File: config.mk
export PLATFORM = sky130hd
export DESIGN_NAME = branch_resolve_unit
export DESIGN_NICKNAME = d
export VERILOG_FILES = /design/src/rtl/bru_pkg.sv /design/src/rtl/bru_upd_fifo.sv /design/src/rtl/branch_resolve_unit.sv
export SDC_FILE = /design/constraint.sdc
export NUM_CORES = 1
export LEC_CHECK = 0
export BUFFER_PORTS_ARGS = -buffer_cell sky130_fd_sc_hd__buf_2
export CAP_MARGIN = 30
export CORE_UTILIZATION = 35
export CTS_BUF_LIST = sky130_fd_sc_hd__clkbuf_4
export CTS_CLUSTER_SIZE = 28
export DETAILED_ROUTE_END_ITERATION = 8
export GPL_ROUTABILITY_DRIVEN = 0
export MAX_ROUTING_LAYER = met4
export PLACE_DENSITY_LB_ADDON = 0.2
export SLEW_MARGIN = 40
export SYNTH_ARGS = -nofsm -noshare
export SYNTH_HDL_FRONTEND = slang
export SYNTH_HIERARCHICAL = 1
export SYNTH_SLANG_ARGS = --single-unit
File: constraint.sdc
create_clock -name clk -period 9.6 [get_ports clk]
set_clock_uncertainty 0.1 [all_clocks]
set_input_delay 1.92 -clock clk [delete_from_list [all_inputs] [get_ports clk]]
set_output_delay 1.92 -clock clk [all_outputs]
set_load 0.05 [all_outputs]
File: src/rtl/bru_pkg.sv
// Shared definitions for the branch resolve unit: PC width, fall-through
// offset past the delay slot, and the BTB update record.
package bru_pkg;

  localparam int PC_W = 16;

  // Fall-through skips the jump and its delay slot (two 4-byte words).
  localparam logic [PC_W-1:0] FALL_OFS = 16'd8;

  typedef struct packed {
    logic [PC_W-1:0] from_pc;
    logic [PC_W-1:0] to_pc;
    logic            clear;
  } upd_entry_t;

  // Sequential next-PC for a jump at pc; wraps modulo 2^16.
  function automatic logic [PC_W-1:0] fall_through(input logic [PC_W-1:0] pc);
    return pc + FALL_OFS;
  endfunction

endpackage

File: src/rtl/bru_upd_fifo.sv
// Small circular queue of BTB update records. Pointers wrap modulo DEPTH and
// an explicit occupancy count distinguishes full from empty. A push while
// full is accepted only when a pop happens on the same edge.
module bru_upd_fifo
  import bru_pkg::*;
#(
  parameter int DEPTH = 2
) (
  input  logic       clk,
  input  logic       rst,
  input  logic       push,
  input  upd_entry_t push_data,
  input  logic       pop,
  output upd_entry_t head,
  output logic       full,
  output logic       empty
);

  localparam int PTR_W = (DEPTH > 1) ? $clog2(DEPTH) : 1;
  localparam int CNT_W = $clog2(DEPTH + 1);
  localparam logic [PTR_W-1:0] LAST = PTR_W'(DEPTH - 1);

  upd_entry_t       mem [DEPTH];
  logic [PTR_W-1:0] wr_ptr_q, wr_ptr_d;
  logic [PTR_W-1:0] rd_ptr_q, rd_ptr_d;
  logic [CNT_W-1:0] count_q, count_d;
  logic             accept;
  logic             pop_ok;

  assign full   = (count_q == CNT_W'(DEPTH));
  assign empty  = (count_q == '0);
  assign accept = push && (!full || pop);
  assign pop_ok = pop && !empty;
  // Idle outputs read as zero so the BTB port never shows stale data.
  assign head   = empty ? '0 : mem[rd_ptr_q];

  // Next-state for pointers and occupancy.
  always_comb begin
    wr_ptr_d = wr_ptr_q;
    rd_ptr_d = rd_ptr_q;
    count_d  = count_q;
    if (accept) wr_ptr_d = (wr_ptr_q == LAST) ? '0 : wr_ptr_q + PTR_W'(1);
    if (pop_ok) rd_ptr_d = (rd_ptr_q == LAST) ? '0 : rd_ptr_q + PTR_W'(1);
    if (accept && !pop_ok)      count_d = count_q + CNT_W'(1);
    else if (!accept && pop_ok) count_d = count_q - CNT_W'(1);
  end

  // Control state; reset empties the queue.
  always_ff @(posedge clk) begin
    if (rst) begin
      wr_ptr_q <= '0;
      rd_ptr_q <= '0;
      count_q  <= '0;
    end else begin
      wr_ptr_q <= wr_ptr_d;
      rd_ptr_q <= rd_ptr_d;
      count_q  <= count_d;
    end
  end

  // Entry storage; contents are don't-care until counted as valid.
  always_ff @(posedge clk) begin
    if (accept) mem[wr_ptr_q] <= push_data;
  end

endmodule

File: src/rtl/branch_resolve_unit.sv
// Branch resolve unit: checks each jump in ID against the BTB prediction
// captured at fetch, issues a registered one-cycle flush/redirect on a
// mispredict and queues a BTB correction for the write port.
// Optional build macro BRU_STATS_EN adds saturating event counters.
module branch_resolve_unit
  import bru_pkg::*;
#(
  parameter int UPD_DEPTH = 2
) (
  input  logic            clk,
  input  logic            rst,
  input  logic            if_valid,
  input  logic [PC_W-1:0] if_pc,
  input  logic [PC_W-1:0] if_pred_pc,
  input  logic            stall,
  input  logic            id_is_jump,
  input  logic            id_taken,
  input  logic [PC_W-1:0] id_target,
  output logic            flush,
  output logic [PC_W-1:0] redirect_pc,
  output logic            upd_valid,
  input  logic            upd_ready,
  output logic [PC_W-1:0] upd_from_pc,
  output logic [PC_W-1:0] upd_to_pc,
  output logic            upd_clear
`ifdef BRU_STATS_EN
  ,
  output logic [15:0]     branch_cnt,
  output logic [15:0]     mispred_cnt,
  output logic [15:0]     drop_cnt
`endif
);

  logic            id_valid_q;
  logic [PC_W-1:0] id_pc_q;
  logic [PC_W-1:0] id_pred_q;
  logic            flush_q, flush_d;
  logic [PC_W-1:0] redirect_q, redirect_d;
  logic [PC_W-1:0] actual_pc;
  logic            eval;
  logic            mispred;
  upd_entry_t      push_entry;
  upd_entry_t      head;
  logic            q_full, q_empty;
  logic            pop;
  logic            drop;

  // ID valid bit; the fetch latched at the end of a flush cycle is wrong-path.
  always_ff @(posedge clk) begin
    if (rst)         id_valid_q <= 1'b0;
    else if (!stall) id_valid_q <= if_valid && !flush_q;
  end

  // ID PC and predicted next-PC, held while stalled.
  always_ff @(posedge clk) begin
    if (!stall) begin
      id_pc_q   <= if_pc;
      id_pred_q <= if_pred_pc;
    end
  end

  // Resolve the ID jump and build the BTB correction for a mispredict.
  always_comb begin
    eval       = id_valid_q && id_is_jump && !stall;
    actual_pc  = id_taken ? id_target : fall_through(id_pc_q);
    mispred    = eval && (actual_pc != id_pred_q);
    flush_d    = mispred;
    redirect_d = mispred ? actual_pc : '0;
    push_entry.from_pc = id_pc_q;
    push_entry.to_pc   = id_taken ? id_target : '0;
    push_entry.clear   = !id_taken;
  end

  // Registered flush pulse and redirect target, one cycle after evaluation.
  always_ff @(posedge clk) begin
    if (rst) begin
      flush_q    <= 1'b0;
      redirect_q <= '0;
    end else begin
      flush_q    <= flush_d;
      redirect_q <= redirect_d;
    end
  end

  assign flush       = flush_q;
  assign redirect_pc = redirect_q;

  assign pop  = !q_empty && upd_ready;
  assign drop = mispred && q_full && !pop;

  bru_upd_fifo #(
    .DEPTH(UPD_DEPTH)
  ) u_upd_fifo (
    .clk      (clk),
    .rst      (rst),
    .push     (mispred),
    .push_data(push_entry),
    .pop      (pop),
    .head     (head),
    .full     (q_full),
    .empty    (q_empty)
  );

  assign upd_valid   = !q_empty;
  assign upd_from_pc = head.from_pc;
  assign upd_to_pc   = head.to_pc;
  assign upd_clear   = head.clear;

`ifdef BRU_STATS_EN
  logic [15:0] branch_cnt_q, mispred_cnt_q, drop_cnt_q;

  function automatic logic [15:0] sat_inc(input logic [15:0] cnt, input logic en);
    return (en && cnt != 16'hFFFF) ? cnt + 16'd1 : cnt;
  endfunction

  // Saturating event counters.
  always_ff @(posedge clk) begin
    if (rst) begin
      branch_cnt_q  <= '0;
      mispred_cnt_q <= '0;
      drop_cnt_q    <= '0;
    end else begin
      branch_cnt_q  <= sat_inc(branch_cnt_q, eval);
      mispred_cnt_q <= sat_inc(mispred_cnt_q, mispred);
      drop_cnt_q    <= sat_inc(drop_cnt_q, drop);
    end
  end

  assign branch_cnt  = branch_cnt_q;
  assign mispred_cnt = mispred_cnt_q;
  assign drop_cnt    = drop_cnt_q;
`else
  logic unused_drop;
  assign unused_drop = drop;
`endif

endmodule

==> results by group <==
Run status
  • Status: complete, no violations

GRT
  • First-pass GRT wire length: 18.1 mm
  • Largest net degree at the start of global routing: 45
  • Global route overflow: 0
  • Antenna violations before repair: 0
  • M2 GR Usage: 25.1%
  • Gr usage total: 16.2%
  • Number of global-route vias before repair: 3,422
  • Met3 usage: 5.11%
  • Busiest grt layer: met2
  • Met1 Usage GRT: 19.5%

Yosys
  • FFs w/ async S/R, synth: 0%
  • Mapped Cells: 409
  • Commonest cells post-synth: edfxtp_1 (98), nor2_1 (64), mux2i_1 (38)
  • Syn. warnings: 6
  • Top cell type's share of synthesized area: 56.1%
  • Count of flip-flops with a built-in enable after synthesis: 98
  • Most common cell in the netlist: edfxtp_1
  • Distinct cells, synth: 48
  • Post-Syn Area: 0.00525 mm²
  • Cell taking the most area after synthesis: edfxtp_1
  • Largest cells by area after synthesis: edfxtp_1 (56%), dfxtp_1 (8.8%), mux2i_1 (7.3%), nor2_1 (4.6%), xnor2_1 (2.8%)
  • Ys flop type: edfxtp_1
  • Synth Net Count: 466
  • Yosys reg bits: 121
  • Synthesized area per cell: 12.8 µm²
  • Register area share after synthesis: 64.9%

Critical path
  • FF-to-FF setup slack: 5.40 ns
  • CP Class: input port to flip-flop
  • Critical Path AT: 5.47 ns
  • CP Data Required Time: 9.76 ns
  • R2r endpoint: u_upd_fifo/mem[0][2]$_DFFE_PP_
  • Reg-to-Reg Start: id_pc_q[3]$_DFFE_PN_
  • Max Fanout on Critical Path: 44
  • R2r worst-path depth: 11
  • CP Launch Type: input port
  • Critical path endpoint category: flip-flop

STA
  • Crit path time final: 5.31 ns
  • Slew Limit Headroom: 52.7%
  • Fmax achieved: 0.188 GHz
  • Final TNS setup: 0 ns
  • RSZ-0062 raised after global routing: false
  • Count of final hold-check violations: 0
  • Slew @ Worst Pin: 0.710 ns
  • Crit share post-route: 55.3%
  • Final Setup Violations: 0
  • Fin. max-slew vios: 0
  • Setup ws final: 4.29 ns

Clock tree
  • CTS resizes: 0
  • TritonCTS clock tree: built
  • Clock latency on the worst-skew pair: 0.53 ns
  • Clock transition at path regs: 0.10 ns
  • Hold_buf cts: 0
  • Cts bufs inserted: 17
  • CTS max path bufs: 2
  • H-tree depth: 4
  • Total clock sinks: 121
  • Number of setup buffers added after CTS: 0
  • Root Buffer: clkbuf_4

Finish
  • P&R area growth vs syn: 19.6%
  • Final net count: 572
  • Finished Core Util: 43.0%
  • Share of cells above drive strength 1: 28.4%

Die
  • Initial Utilization: 36.0%
  • Core footprint: 0.0146 mm²
  • FP Rows: 44
  • # IOs: 106
  • Chip Height: 124 µm
  • Die area: 0.0155 mm²
  • Die width: 124 µm

Drt
  • Drt wl/cell: 16.3 µm
  • Total wire length: 11.6 mm
  • ANT nets after route: 0
  • Total number of vias: 3,442
  • # DRC: 0
  • DRT iter0 DRCs: 212
  • DR pass1 iterations: 5
  • Vias per std cell: 4.83

Power
  • Peak supply drop: 0.0844 mV
  • Power density cells: 181 mW/mm²
  • Tot Pwr: 1.13 mW
  • Pleak: 2.39 nW

Worst hold path
  • Hold Crit Endpoint: id_valid_q$_SDFFE_PP0N_
  • Hold Crit Start: id_valid_q$_SDFFE_PP0N_
  • Worst hold-check path type: flip-flop to flip-flop
  • Hold Path Depth: 2

Run
  • Total of max-cap violations: 0

Placed design
  • HPWL Detailed: 8.67 mm
  • Pre-CTS setup slack: 3.71 ns
  • I/O Buffers: 105
-- through the flow --
stage                     cell area (µm²)  hold slack, ns  instances
after global routing                 6270           0.428        712
after global placement               5910           0.387        680
after detailed placement             5920           0.376        680
final                                6280           0.407        713
after CTS                            6270           0.411        712
after floorplan                      5250           0.343        409
-- flip-flops by register name (all words and copies together), names as in the netlist, named ones only --
signal               flops
redirect_pc             16
id_pred_q               16
u_upd_fifo/mem          66
id_pc_q                 16
flush                    1
id_valid_q               1
u_upd_fifo/rd_ptr_q      1
u_upd_fifo/count_q       2
u_upd_fifo/wr_ptr_q      1
-- power by group --
group          internal (mW)  leakage [nW]  switching (mW)
clock                  0.238         0.179           0.194
sequential             0.583          1.10          0.0182
combinational         0.0374          1.11          0.0621
total                  0.858          2.39           0.274
-- layout make-up --
| type | instances | area, µm² |
|---|---|---|
| inverter | 9 | 33.8 |
| fill | 1384 | 8310 |
| antenna | 1 | 2.50 |
| clock inverter | 14 | 221 |
| timing repair buffer | 109 | 556 |
| multi-input combinational | 257 | 1690 |
| clock buffer | 18 | 135 |
| sequential | 121 | 3410 |
| tap | 184 | 230 |
-- metal layers --
metal	part of all wire, %	vias to the layer above	routed length, µm
li1	-	1688	-
met4	1.7	0	203
met5	0	-	0
met3	6.0	15	694
met1	44	1640	5080
met2	49	99	5640
-- cells in the final DEF (no fill, tap or decap), types with 10 or more instances in the layout --
master	instances
clkbuf_4	18
xnor2_1	17
mux2i_1	38
edfxtp_1	98
dfxtp_1	22
nor2_1	64
o21ai_0	13
buf_2	105
a21oi_1	10
nand2_1	14
and2_1	16
xor2_1	15
-- how the worst max path moves through the flow --
| stage | from | end | slack (ns) |
|---|---|---|---|
| floorplan | id_taken | u_upd_fifo/mem[0][0]$_DFFE_PP_ | 3.86 |
| global placement | id_taken | u_upd_fifo/mem[1][2]$_DFFE_PP_ | 3.91 |
| detailed placement | id_taken | u_upd_fifo/mem[1][18]$_DFFE_PP_ | 3.71 |
| CTS | id_taken | u_upd_fifo/mem[1][3]$_DFFE_PP_ | 4.29 |
| global route | id_taken | u_upd_fifo/mem[1][5]$_DFFE_PP_ | 4.05 |
| finish | id_taken | u_upd_fifo/mem[1][2]$_DFFE_PP_ | 4.29 |
-- critical path, stage by stage --
cell and delay (ns):
buf_2 0.55, nor2b_1 0.16, or3b_1 0.38, a222oi_1 0.34
nand4_1 0.18, a2111oi_2 0.35, and4_1 0.64, nor2_1 0.12
a21boi_4 0.18, and2_1 0.32, buf_4 0.31
-- cells by family after synthesis --
| kind of cell | count (synthesis) | synth area share [%] |
|---|---|---|
| adders and majority gates | 2 | 0.477 |
| DFF | 121 | 64.9 |
| muxes | 39 | 7.46 |
| AOI/OAI and AO/OA | 42 | 5.34 |
| xor gates and xnor gates | 32 | 5.34 |
| and+or+nand+nor | 142 | 13.5 |
| buffers and inverters | 31 | 2.96 |
Note: power is estimated with default switching activity, not from simulation.
